--- src/rtl/bus_arbiter_pkg.sv ---
// Shared bus widths, control encodings and FSM state encodings for the
// instruction-fetch / data-access bus arbiter.
package bus_arbiter_pkg;

  localparam int unsigned RegBus      = 32;
  localparam int unsigned InstAddrBus = 32;
  localparam int unsigned SelBus      = 4;

  localparam logic ChipEnable   = 1'b1;
  localparam logic ChipDisable  = 1'b0;
  localparam logic WriteEnable  = 1'b1;
  localparam logic WriteDisable = 1'b0;

  typedef enum logic [1:0] {
    StIdle    = 2'd0,
    StBusyIf  = 2'd1,
    StBusyMem = 2'd2,
    StDone    = 2'd3
  } state_e;

  typedef enum logic {
    GrantIf  = 1'b0,
    GrantMem = 1'b1
  } grant_e;

endpackage

--- src/rtl/bus_arbiter.sv ---
// Arbitrates a single-port memory between instruction fetch and data access,
// with fair alternation under contention and a bus wait timeout.
module bus_arbiter
  import bus_arbiter_pkg::*;
#(
  parameter int unsigned TIMEOUT_CYCLES = 255
) (
  input  logic                   clk,
  input  logic                   rst,

  input  logic                   if_req_i,
  input  logic [InstAddrBus-1:0] if_addr_i,
  output logic [RegBus-1:0]      if_rdata_o,
  output logic                   if_ack_o,

  input  logic                   mem_req_i,
  input  logic                   mem_we_i,
  input  logic [SelBus-1:0]      mem_sel_i,
  input  logic [RegBus-1:0]      mem_addr_i,
  input  logic [RegBus-1:0]      mem_wdata_i,
  output logic [RegBus-1:0]      mem_rdata_o,
  output logic                   mem_ack_o,

  output logic                   bus_ce_o,
  output logic                   bus_we_o,
  output logic [SelBus-1:0]      bus_sel_o,
  output logic [RegBus-1:0]      bus_addr_o,
  output logic [RegBus-1:0]      bus_wdata_o,
  input  logic [RegBus-1:0]      bus_rdata_i,
  input  logic                   bus_ready_i,

  output logic                   stallreq_o,
  output logic                   err_o
);

  // Timeout fires on the edge where the wait counter would reach TIMEOUT_CYCLES.
  localparam logic [7:0] TimeoutLast = 8'(TIMEOUT_CYCLES - 1);

  state_e              state_q, state_d;
  grant_e              last_q, last_d;
  logic [7:0]          wait_q, wait_d;
  logic                ce_q, ce_d;
  logic                we_q, we_d;
  logic [SelBus-1:0]   sel_q, sel_d;
  logic [RegBus-1:0]   addr_q, addr_d;
  logic [RegBus-1:0]   wdata_q, wdata_d;
  logic [RegBus-1:0]   if_rdata_q, if_rdata_d;
  logic [RegBus-1:0]   mem_rdata_q, mem_rdata_d;
  logic                if_ack_q, if_ack_d;
  logic                mem_ack_q, mem_ack_d;
  logic                err_q, err_d;

  always_comb begin
    state_d     = state_q;
    last_d      = last_q;
    wait_d      = wait_q;
    ce_d        = ce_q;
    we_d        = we_q;
    sel_d       = sel_q;
    addr_d      = addr_q;
    wdata_d     = wdata_q;
    if_rdata_d  = if_rdata_q;
    mem_rdata_d = mem_rdata_q;
    if_ack_d    = 1'b0;
    mem_ack_d   = 1'b0;
    err_d       = 1'b0;

    case (state_q)
      StIdle: begin
        // Under contention the requester not served last wins.
        if (mem_req_i && (!if_req_i || (last_q == GrantIf))) begin
          state_d = StBusyMem;
          last_d  = GrantMem;
          wait_d  = 8'd0;
          ce_d    = ChipEnable;
          we_d    = mem_we_i;
          sel_d   = mem_sel_i;
          addr_d  = mem_addr_i;
          wdata_d = mem_wdata_i;
        end else if (if_req_i) begin
          state_d = StBusyIf;
          last_d  = GrantIf;
          wait_d  = 8'd0;
          ce_d    = ChipEnable;
          we_d    = WriteDisable;
          sel_d   = 4'b1111;
          addr_d  = if_addr_i;
          wdata_d = '0;
        end
      end
      StBusyIf, StBusyMem: begin
        if (bus_ready_i || (wait_q == TimeoutLast)) begin
          state_d = StDone;
          ce_d    = ChipDisable;
          err_d   = ~bus_ready_i;
          if (state_q == StBusyIf) begin
            if_ack_d   = 1'b1;
            if_rdata_d = bus_ready_i ? bus_rdata_i : '0;
          end else begin
            mem_ack_d   = 1'b1;
            mem_rdata_d = bus_ready_i ? bus_rdata_i : '0;
          end
        end else begin
          wait_d = wait_q + 8'd1;
        end
      end
      StDone: begin
        state_d = StIdle;
      end
      default: begin
        state_d = StIdle;
      end
    endcase
  end

  always_ff @(posedge clk or posedge rst) begin
    if (rst) begin
      state_q     <= StIdle;
      last_q      <= GrantIf;
      wait_q      <= 8'd0;
      ce_q        <= ChipDisable;
      we_q        <= WriteDisable;
      sel_q       <= '0;
      addr_q      <= '0;
      wdata_q     <= '0;
      if_rdata_q  <= '0;
      mem_rdata_q <= '0;
      if_ack_q    <= 1'b0;
      mem_ack_q   <= 1'b0;
      err_q       <= 1'b0;
    end else begin
      state_q     <= state_d;
      last_q      <= last_d;
      wait_q      <= wait_d;
      ce_q        <= ce_d;
      we_q        <= we_d;
      sel_q       <= sel_d;
      addr_q      <= addr_d;
      wdata_q     <= wdata_d;
      if_rdata_q  <= if_rdata_d;
      mem_rdata_q <= mem_rdata_d;
      if_ack_q    <= if_ack_d;
      mem_ack_q   <= mem_ack_d;
      err_q       <= err_d;
    end
  end

  assign bus_ce_o    = ce_q;
  assign bus_we_o    = we_q;
  assign bus_sel_o   = sel_q;
  assign bus_addr_o  = addr_q;
  assign bus_wdata_o = wdata_q;
  assign if_rdata_o  = if_rdata_q;
  assign mem_rdata_o = mem_rdata_q;
  assign if_ack_o    = if_ack_q;
  assign mem_ack_o   = mem_ack_q;
  assign err_o       = err_q;

  assign stallreq_o = (if_req_i & ~if_ack_q) | (mem_req_i & ~mem_ack_q);

endmodule

--- config.mk ---
export PLATFORM = sky130hd
export DESIGN_NAME = bus_arbiter
export DESIGN_NICKNAME = d
export VERILOG_FILES = /design/src/rtl/bus_arbiter_pkg.sv /design/src/rtl/bus_arbiter.sv
export SDC_FILE = /design/constraint.sdc
export NUM_CORES = 1
export LEC_CHECK = 0
export CORE_ASPECT_RATIO = 1.5
export CORE_UTILIZATION = 40
export CTS_CLUSTER_SIZE = 20
export DETAILED_ROUTE_END_ITERATION = 6
export PLACE_DENSITY = 0.84
export SETUP_SLACK_MARGIN = 0.2
export SYNTH_ARGS = -nofsm -noshare
export SYNTH_HDL_FRONTEND = slang
export SYNTH_SLANG_ARGS = --single-unit
--- constraint.sdc ---
create_clock -name clk -period 6.75 [get_ports clk]
set_input_delay 0.675 -clock clk [delete_from_list [all_inputs] [get_ports clk]]
set_output_delay 0.675 -clock clk [all_outputs]
set_load 0.01 [all_outputs]
# Yosys cells after proc, flatten, opt, wreduce, memory -nomap -nowiden
# Index checks and enable logic that the tools add are counted.
dict set report op_classes {
  addsub 1
  n_eq_ne 7
  mux 30
  bitwise 8
  n_reduce_logical 14
}
# op n
set op_table {}
lappend op_table {{two-way mux 32 bit} 5}
lappend op_table {{two-way mux 8 bit} 3}
lappend op_table {{one-hot mux 8 bit (2 select lines)} 1}
lappend op_table {{two-way mux 1 bit} 14}
lappend op_table {{AND reduction 3 bit} 4}
lappend op_table {{adder 8 x 1 -> 8 bit (second input constant)} 1}
lappend op_table {{equality test 8 bit (second input constant)} 1}
lappend op_table {{two-way mux 4 bit} 2}
lappend op_table {{two-way mux 2 bit} 3}
lappend op_table {{one-hot mux 2 bit (3 select lines)} 1}
lappend op_table {{NOT 1 bit} 5}
lappend op_table {{equality test 2 bit (second input constant)} 2}
lappend op_table {{!= test 2 bit (second input constant)} 2}
lappend op_table {{AND reduction 2 bit} 2}
lappend op_table {{nonzero test 2 bit} 2}
lappend op_table {{!= test 3 bit (second input constant)} 1}
lappend op_table {{AND 1 bit} 2}
lappend op_table {{equality test 2 x 1 -> 1 bit (second input constant)} 1}
lappend op_table {{logical NOT 2 bit} 1}
lappend op_table {{logical OR 1 bit} 2}
lappend op_table {{one-hot mux 1 bit (2 select lines)} 1}
lappend op_table {{OR reduction 2 bit} 1}
lappend op_table {{logical AND 1 bit} 1}
lappend op_table {{logical NOT 1 bit} 1}
lappend op_table {{bitwise OR 1 bit} 1}
dict set report word_totals {
  register_bits 148
  input_bits 138
}

# Depth between registers and ports, before layout
# Gate-level depths: netlist of the first run.
dict set report logic_depth {
  ltp_word 5
  depth_mapped 9
}

# Worst setup path before layout of the first run
# No wires, ideal clock.
dict set report synth_path {
  path_kind {flip-flop to flip-flop}
  start {register state_q[0]}
  end {register mem_rdata_q[0] (netlist: mem_rdata_o[0])}
  setup_ns 0.127
  arrival_time_ns 1.997
  required_time_ns 6.623
  setup_slack_ns 4.625
  stages_incl_launch_ff 10
  cell_sequence {dfrtp_1 -> inv_1 -> ha_1 -> clkbuf_1 -> inv_1 -> o32ai_4 -> nor2b_1 -> buf_4 -> buf_6 -> mux2_1}
}
dict set report synth_via {
  elab_chain_len 3
  elab_cells_between_ends 5
  classes_between {eq/ne: 2; bitwise: 1; reduce/logical: 2}
}
# item line
set synth_rtl {}
lappend synth_rtl {{start: declaration} bus_arbiter.sv:39} ;# state_e state_q, state_d;
lappend synth_rtl {{start signal: assignment} bus_arbiter.sv:118} ;# state_q <= StIdle;
lappend synth_rtl {{start signal: assignment} bus_arbiter.sv:132} ;# state_q <= state_d;
lappend synth_rtl {{equality test 2 x 1 -> 1 bit / equality test 2 bit (equally long branches)} {bus_arbiter.sv:68, bus_arbiter.sv:96}}
lappend synth_rtl {{OR reduction 2 bit / NOT 1 bit (equally long branches)} --}
lappend synth_rtl {{AND reduction 3 bit (no line) *} --}
lappend synth_rtl {{end signal: assignment} bus_arbiter.sv:141} ;# mem_rdata_q <= mem_rdata_d;
lappend synth_rtl {{end: declaration} bus_arbiter.sv:48} ;# logic [RegBus-1:0] mem_rdata_q, mem_rdata_d;
# Every way passes the cells marked *; elsewhere a longest branch is shown, timed or not.
# A chain may end at the register's enable or synchronous reset.

# Final worst setup path of the first run
dict set report layout_path {
  start {register state_q[0]}
  end {register mem_rdata_q[9] (netlist: mem_rdata_o[9])}
}
# The elaborated chain is that of the path after synthesis.

==> flow_summary.json, run 1 <==
{
  "layout-drive-gt1-share": 0.0977,
  "fin_cells": 967,
  "ir_drop_mv": 0.236,
  "die_y_um": 155,
  "h-tree-depth": 4,
  "clk_latency_ns": 0.40,
  "slew_headroom": 0.193,
  "yosysSeqAreaShare": 0.595,
  "n_fill_cell": 1132,
  "drt-initial-drc-count": 130,
  "synthArstFlopShare": 1.00,
  "clkSinkCount": 148,
  "cts-buffers-inserted": 17,
  "synth_commonest_cells": "148 x dfrtp_1, 42 x nand2_1, 39 x o21ai_0",
  "first_pass_iters": 4,
  "die_area_um2": 16100,
  "syn_area_per_cell_um2": 12.7,
  "rows": 55,
  "synth_top_area_frac": 0.595,
  "cp_data_arrival_time_ns": 3.19,
  "yosysMostFrequentCell": "dfrtp_1",
  "diodes": 0,
  "dp_hpwl_um": 11500,
  "synth_ff_type": "dfrtp_1",
  "status": "finished, final reports clean",
  "p_leak_nw": 4.27,
  "fin_crit_ns": 2.91,
  "cts_tree": "done",
  "start_util": 0.411,
  "synth_cell_types": 44,
  "post-place-cells": 935,
  "post-place-ws_ns": 3.42,
  "hold_buffers": 0,
  "place_area_um2": 9130,
  "rsz0062_at_grt": "false",
  "post_cts_buffers": 0,
  "syn_to_final_growth_pct": 56.4,
  "via_per_inst": 5.06,
  "maxCapViolations": 0,
  "fin_util": 0.643,
  "critPathKind": "register to register",
  "drt-wirelength-per-cell_um": 16.4,
  "post_cts_resized": 0,
  "tightest_slew_ns": 1.21,
  "yosys_warnings": 0,
  "synth.area.top_cells": "dfrtp_1 59%, mux2_2 6.1%, mux2_1 5.4%, mux2i_1 5.1%, a22o_1 4.6%",
  "hp-class": "register to register",
  "nets": 897,
  "gr-usage-all-layers": 0.205,
  "setup_violations": 0,
  "drc": 0,
  "core_um2": 15100,
  "synth_nets": 632,
  "slew_viol_final": 0,
  "endpoint_kind": "register",
  "cts_buffer_depth": 2,
  "setup_ws_ns": 3.84,
  "worstPathRequired_ns": 7.03,
  "fin_area_um2": 9740,
  "vias": 4893,
  "clk_pin_slew_ns": 0.06,
  "portBuffers": 275,
  "final_antenna_net_count": 0,
  "fin_crit_sh": 0.431,
  "antenna_found_initial": 0,
  "fmax_mhz": 344,
  "worstSetupStartpointType": "register",
  "wl_um": 15900,
  "syn_inst": 490,
  "ys_seq_elements": 148,
  "power_per_cell_area_nw_per_um2": 446,
  "clock-root-buffer": "clkbuf_16",
  "synth-edff-count": 0,
  "synth_top_area_cell": "dfrtp_1",
  "first_global_vias": 5128,
  "gp_congestion": 0.795,
  "power_mw": 4.34,
  "holdWs_ns": 0.477,
  "grt_first_pass_wirelength_um": 25900,
  "finClkSkew_ns": 0.00880,
  "finalHoldViolations": 0,
  "num_io_pins": 276,
  "cp_max_fo": 33,
  "globalRouteOverflowTotal": 0,
  "die_w_um": 104,
  "grt_max_degree": 100,
  "synth_area_um2": 6230,
  "tns_ns": 0
}
final timing paths:
check                           depth (start not counted)  slack [ns]                 startpoint                           to
max in group asynchronous                               3        4.74                        rst   mem_rdata_o[8]$_DFFE_PP0P_
worst max-delay path                                    6        3.84     state_q[0]$_DFFE_PP0P_   mem_rdata_o[9]$_DFFE_PP0P_
worst max register to register                          6        3.84     state_q[0]$_DFFE_PP0P_   mem_rdata_o[9]$_DFFE_PP0P_
min in group asynchronous                               2        0.84                        rst  mem_rdata_o[31]$_DFFE_PP0P_
worst min register to register                          2        0.48  bus_addr_o[3]$_DFFE_PP0P_    bus_addr_o[3]$_DFFE_PP0P_
worst min-delay path                                    2        0.48  bus_addr_o[3]$_DFFE_PP0P_    bus_addr_o[3]$_DFFE_PP0P_
power by group:
part           internal (mW)  switching, mW  total [mW]
combinational           1.06          0.806        1.87
clock                  0.589          0.369       0.958
sequential              1.28          0.236        1.51
total                   2.93           1.41        4.34
cells by family after synthesis:
logic type / after synthesis / share of synthesized area
flops: 148 / 0.595
compound gates: 99 / 0.115
simple gates: 97 / 0.0814
mux: 96 / 0.167
buf+inv: 46 / 0.0341
fa+ha+maj: 4 / 0.00804
cells in the final DEF, fill, tap and decap left out, types with 3 or more instances in the layout:
master           netlist  final
clkdlybuf4s50_1        0    275
dfrtp_1              148    148
nand2_1               42     42
o21ai_0               39     39
and2_1                34     34
mux2_2                34     34
a22o_1                33     33
mux2i_1               32     32
mux2_1                30     30
clkbuf_16              0     17
inv_1                 13     12
nand3_1                4      4
inv_6                  0      4
o22a_1                 4      4
ha_1                   4      4
clkinvlp_4             0      4
buf_4                  1      4
o21a_1                 3      3
o31ai_1                3      3
bufinv_16              0      3
per-layer routing:
layer,vias to the layer above,track usage,share of wire
met5,-,0,0
met4,0,0.0973,0.033
met3,44,0.0582,0.074
met2,254,0.354,0.50
met1,2320,0.235,0.39
li1,2275,-,-
sequential cells by signal (all words and copies together), names as in the netlist:
name,count
bus_sel_o,4
bus_ce_o,1
state_q,2
bus_addr_o,32
if_ack_o,1
bus_wdata_o,32
bus_we_o,1
err_o,1
mem_rdata_o,32
mem_ack_o,1
if_rdata_o,32
wait_q,8
last_q,1
layout make-up:
cell class,count,area (µm²),share of cell area
Clock buffer,19,433,0.0445
Timing Repair Buffer,279,2780,0.286
Sequential cell,148,3700,0.380
Tap cell,199,249,0.0256
Clock inverter,13,175,0.0180
Inverter,13,53.8,0.00552
Multi-Input combinational cell,296,2340,0.240
worst max-delay path, cell delays in order (launching register included):
cell and delay, ns:
dfrtp_1 0.36, inv_1 0.05, ha_1 0.49, nand2_1 0.17, o32ai_4 0.41, nor2b_4 0.88, mux2_2 0.42
(Power assumes the default switching activity.)
==> run 2, diff against run 1 <==
- CORE_UTILIZATION: 40 -> 38
- clock period: 6.75 -> 2.4 ns (I/O delays scaled with it)
==> run 2 against run 1 <==
  * Design area up 2.2%
  * Highest routed layer unchanged
  * Worst hold slack got worse by 0.18 ns
  * Power rose to 2.9 times the previous value
  * Setup slack lost 3.5 ns
  * Via count about the same
==> flow_summary.json, run 2 (synthesized netlist as in run 1, its figures left out) <==
{
  "status": "finished, final reports clean",
  "power_mw": 12.6,
  "core_um2": 16100,
  "met1_usage": 0.219,
  "drt-wirelength-per-cell_um": 16.1,
  "holdWs_ns": 0.292,
  "wl_um": 15900,
  "critPathBufInv": 4,
  "post-place-cells": 954,
  "final_common_cell": "clkdlybuf4s50_1",
  "die_y_um": 159,
  "die_w_um": 107,
  "p_comb_frac": 0.435,
  "die_area_um2": 16900,
  "dp_hpwl_um": 11700,
  "diodes": 0,
  "critPathKind": "register to register",
  "globalRouteOverflowTotal": 0,
  "antenna_found_initial": 0,
  "fin_cells": 986,
  "grtUsageMet2": 0.350,
  "use_met3": 0.0525,
  "ir_drop_mv": 0.657,
  "clk_pin_slew_ns": 0.06,
  "rows": 57,
  "tns_ns": 0,
  "via_per_inst": 4.96,
  "cts_buffer_depth": 2,
  "nets": 909,
  "worstSetupStartpointType": "register",
  "finClkSkew_ns": 0.00948,
  "fin_crit_sh": 0.867,
  "worstPathRequired_ns": 2.68,
  "slew_viol_final": 0,
  "first_global_vias": 5192,
  "cp_top_family": "buffers and inverters",
  "drt-initial-drc-count": 149,
  "vias": 4892,
  "cp_max_fo": 33,
  "p_leak_nw": 4.38,
  "regToRegSetupSlack_ns": 0.32,
  "hold_buffers": 0,
  "r2r-end": "mem_rdata_o[20]$_DFFE_PP0P_",
  "maxCapViolations": 0,
  "switching_share": 0.318,
  "rr_worst_depth": 8,
  "clockPowerShare": 0.231,
  "endpoint_kind": "register",
  "power.switching_mw": 3.99,
  "clkSinkCount": 148,
  "cp_data_arrival_time_ns": 2.36,
  "fin_crit_ns": 2.08,
  "slew_headroom": 0.558,
  "tightest_slew_ns": 0.655,
  "num_io_pins": 276,
  "mostFrequentLayoutCells": "275 x clkdlybuf4s50_1, 148 x dfrtp_1, 42 x nand2_1",
  "post_cts_resized": 0,
  "gr-usage-all-layers": 0.195,
  "p_int_mw": 8.57,
  "h-tree-depth": 4,
  "endpoint": "mem_rdata_o[20]$_DFFE_PP0P_",
  "cts_tree": "done",
  "hp-class": "primary input to asynchronous set/reset pin",
  "crit_cells": 8,
  "grt_max_degree": 100,
  "critical_path.slowest_cell": "dfrtp_1",
  "path_cells": "inv_1 -> ha_1 -> buf_4 -> inv_1 -> o32ai_4 -> nor2b_4 -> buf_12 -> mux2_1",
  "power_frac_seq": 0.334,
  "critPathMaxStageDelay_ns": 0.36,
  "drc": 0,
  "portBuffers": 275,
  "finalHoldViolations": 0,
  "post_cts_buffers": 0,
  "critPathMostFrequentCell": "inv_1",
  "gp_congestion": 0.900,
  "clock-root-buffer": "clkbuf_16",
  "start_util": 0.386,
  "layout-drive-gt1-share": 0.113,
  "grt_first_pass_wirelength_um": 25900,
  "top_usage_layer": "met2",
  "power_per_cell_area_nw_per_um2": 1260,
  "fin_util": 0.618,
  "critPathLaunch": "state_q[0]$_DFFE_PP0P_",
  "rsz0062_at_grt": "false",
  "setup_violations": 0,
  "first_pass_iters": 4,
  "clk_latency_ns": 0.40,
  "cts-buffers-inserted": 17,
  "final_antenna_net_count": 0,
  "syn_to_final_growth_pct": 59.8,
  "fmax_mhz": 481,
  "r2r-start": "state_q[0]$_DFFE_PP0P_"
}
==> run 2: cell types whose count changed in the layout (fill, tap and decap cells not counted), sizes merged <==
| cell | before | now |
|---|---|---|
| clkinv | 2 | 1 |
| clkinvlp | 4 | 3 |
| buf | 4 | 16 |
| clkbuf | 19 | 20 |
| bufinv | 3 | 4 |
==> run 2: per-stage QoR <==
stage | cell area [µm²] | setup WS [ns]
final | 9950 | 0.320
after global routing | 9950 | 0.201
after CTS | 9950 | 0.313
after detailed placement | 9300 | 0.336
after global placement | 9300 | 0.371
after floorplan | 6230 | 0.275
==> run 2: power groups by stage <==
stage	clock, mW	combinational, mW	sequential (mW)
floorplan	0	2.08	4.64
global placement	0	5.40	4.18
global route	3.08	5.90	4.34
CTS	2.96	5.54	4.20
detailed placement	0	5.52	4.22
finish	2.90	5.47	4.19
==> run 2: worst min-delay path, stage by stage <==
cell and delay, ns:
clkdlybuf4s50_1 0.44, clkinvlp_4 0.12, buf_4 0.27
==> run 2: worst min path at each step <==
stage               cells past startpoint                         end
CTS                                     3        bus_ce_o$_DFFE_PP0P_
global route                            3  if_rdata_o[10]$_DFFE_PP0P_
detailed placement                      2   bus_addr_o[3]$_DFFE_PP0P_
finish                                  3    bus_sel_o[0]$_DFFE_PP0P_
floorplan                               1    bus_sel_o[0]$_DFFE_PP0P_
global placement                        2  bus_addr_o[15]$_DFFE_PP0P_
==> run 2: area by class of cell <==
type	instances	area [µm²]
tap	206	258
fill	1296	6160
clock buffer	20	457
clock inverter	12	193
sequential	148	3700
multi-input combinational	296	2340
inverter	13	52.6
timing repair buffer	291	2950
==> run 2: routing by layer <==
layer  part of all wire  vias to the layer above
li1                   -                     2299
met1               0.37                     2341
met2               0.53                      230
met3              0.073                       22
met4              0.020                        0
met5                  0                        -
==> run 3, diff against run 2 <==
- ABC_AREA: unset -> 1
- PLACE_DENSITY: 0.84 -> 0.83
==> run 3 against run 2 <==
  * Clock skew rose by 0.0034 ns
  * Fmax increased by 8.1%
  * Die area rose by 1.2%
  * Worst hold slack worse by 0.10 ns
  * Critical endpoint is now if_rdata_o[8]$_DFFE_PP0P_
  * Largest cell class unchanged
==> flow_summary.json, run 3 <==
{
  "die_area_um2": 17100,
  "final_common_cell": "clkdlybuf4s50_1",
  "status": "finished, final reports clean",
  "clock-root-buffer": "clkbuf_16",
  "drt-wirelength-per-cell_um": 15.2,
  "post_cts_buffers": 0,
  "grt_max_degree": 69,
  "globalRouteOverflowTotal": 0,
  "power_per_cell_area_nw_per_um2": 1270,
  "tns_ns": 0,
  "die_y_um": 160,
  "cts-buffers-inserted": 17,
  "rows": 57,
  "worstPathRequired_ns": 2.73,
  "p_leak_nw": 4.31,
  "slew_viol_final": 0,
  "clk_latency_ns": 0.42,
  "power_mw": 12.5,
  "synth_commonest_cells": "171 x nand2_1, 148 x dfrtp_1, 46 x o21ai_2",
  "synth_nets": 763,
  "cp_data_arrival_time_ns": 2.25,
  "synth_top_area_cell": "dfrtp_1",
  "synth_area_um2": 6310,
  "fin_cells": 1110,
  "via_per_inst": 4.88,
  "fmax_mhz": 520,
  "cp_max_fo": 65,
  "synth_top_area_frac": 0.587,
  "r2r-end": "if_rdata_o[8]$_DFFE_PP0P_",
  "wl_um": 16900,
  "drc": 0,
  "critPathLaunch": "wait_q[0]$_DFFE_PP0P_",
  "vias": 5420,
  "post-place-cells": 1078,
  "clk_pin_slew_ns": 0.07,
  "syn_area_per_cell_um2": 10.2,
  "yosys_warnings": 0,
  "synth_ff_type": "dfrtp_1",
  "maxCapViolations": 0,
  "die_w_um": 107,
  "final_antenna_net_count": 0,
  "core_um2": 16200,
  "critPathMaxStageDelay_ns": 0.49,
  "rsz0062_at_grt": "false",
  "r2r-start": "wait_q[0]$_DFFE_PP0P_",
  "portBuffers": 275,
  "first_global_vias": 5530,
  "synth-edff-count": 0,
  "slew_headroom": 0.588,
  "h-tree-depth": 4,
  "yosysMostFrequentCell": "nand2_1",
  "cp_top_family": "buffers and inverters",
  "syn_to_final_growth_pct": 56.1,
  "drt-initial-drc-count": 304,
  "regToRegSetupSlack_ns": 0.48,
  "diodes": 0,
  "setup_violations": 0,
  "critPathMostFrequentCell": "inv_1",
  "path_cells": "inv_1 -> ha_1 -> inv_1 -> nor2_1 -> nand2_2 -> nand2_4 -> nand3_4 -> buf_6 -> nand2_1 -> o21ai_1",
  "num_io_pins": 276,
  "critPathKind": "register to register",
  "finalHoldViolations": 0,
  "grt_first_pass_wirelength_um": 27500,
  "synth_cell_types": 29,
  "cts_tree": "done",
  "tightest_slew_ns": 0.617,
  "mostFrequentLayoutCells": "275 x clkdlybuf4s50_1, 171 x nand2_1, 148 x dfrtp_1",
  "nets": 1033,
  "first_pass_iters": 4,
  "finClkSkew_ns": 0.0129,
  "ir_drop_mv": 0.582,
  "fin_crit_sh": 0.802,
  "critical_path.slowest_cell": "buf_6",
  "hp-class": "primary input to asynchronous set/reset pin",
  "fin_crit_ns": 1.92,
  "cts_buffer_depth": 2,
  "start_util": 0.390,
  "synth.area.top_cells": "dfrtp_1 59%, nand2_1 10%, o21ai_2 6.4%, a22o_1 4.6%, nand2_2 4.0%",
  "endpoint_kind": "register",
  "layout-drive-gt1-share": 0.153,
  "gp_congestion": 0.805,
  "fin_util": 0.608,
  "hold_buffers": 0,
  "rr_worst_depth": 10,
  "dp_hpwl_um": 12200,
  "yosysSeqAreaShare": 0.587,
  "gr-usage-all-layers": 0.206,
  "post_cts_resized": 0,
  "ys_seq_elements": 148,
  "syn_inst": 621,
  "antenna_found_initial": 0,
  "synthArstFlopShare": 1.00,
  "clkSinkCount": 148,
  "worstSetupStartpointType": "register",
  "critPathBufInv": 3
}
## run 3: per-layer routing
metal | vias up | wire length [µm] | GRT usage
met3 | 39 | 965 | 0.0388
li1 | 2613 | - | -
met5 | - | 0 | 0
met4 | 0 | 599 | 0.106
met1 | 2543 | 6480 | 0.236
met2 | 225 | 8820 | 0.361
## run 3: layout make-up
| class | count | area [µm²] |
|---|---|---|
| tap | 206 | 258 |
| sequential | 148 | 3700 |
| clock buffer | 18 | 429 |
| timing repair buffer | 289 | 2920 |
| fill | 1319 | 6350 |
| inverter | 18 | 71.3 |
| clock inverter | 14 | 143 |
| multi-input combinational | 417 | 2310 |
## run 3: worst max-delay path by stage
stage | cells past startpoint | slack, ns | endpoint
detailed placement | 10 | 0.30 | if_rdata_o[8]$_DFFE_PP0P_
finish | 10 | 0.48 | if_rdata_o[8]$_DFFE_PP0P_
global route | 10 | 0.34 | if_rdata_o[2]$_DFFE_PP0P_
floorplan | 1 | 0.30 | bus_addr_o[0]$_DFFE_PP0P_
CTS | 10 | 0.28 | if_rdata_o[8]$_DFFE_PP0P_
global placement | 10 | 0.44 | if_rdata_o[31]$_DFFE_PP0P_
## run 3: cells by family after synthesis
| group | count (synthesis) | synth area share |
|---|---|---|
| AOI/OAI and AO/OA | 141 | 0.169 |
| DFF | 148 | 0.587 |
| and+or+nand+nor | 270 | 0.184 |
| xor gates and xnor gates | 2 | 0.00278 |
| buffers and inverters | 56 | 0.0492 |
| adders and majority gates | 4 | 0.00794 |
## run 3: worst reg2reg max path, cell delays in order, from the launching register on
cell and delay (ns):
dfrtp_1 0.41, inv_1 0.10, ha_1 0.20, inv_1 0.05, nor2_1 0.04, nand2_2 0.11, nand2_4 0.09, nand3_4 0.07
buf_6 0.49, nand2_1 0.16, o21ai_1 0.12
## run 3: stage by stage
step	setup slack (ns)	hold WS (ns)	instance area, µm²
floorplan	0.299	0.386	6310
global placement	0.442	0.459	9270
detailed placement	0.296	0.458	9270
CTS	0.281	0.183	9840
global route	0.337	0.207	9840
finish	0.476	0.192	9840
## run 3: power breakdown
| group | internal (mW) | switching, mW |
|---|---|---|
| registers | 3.60 | 0.652 |
| logic | 2.98 | 2.72 |
| clock network | 1.46 | 1.12 |
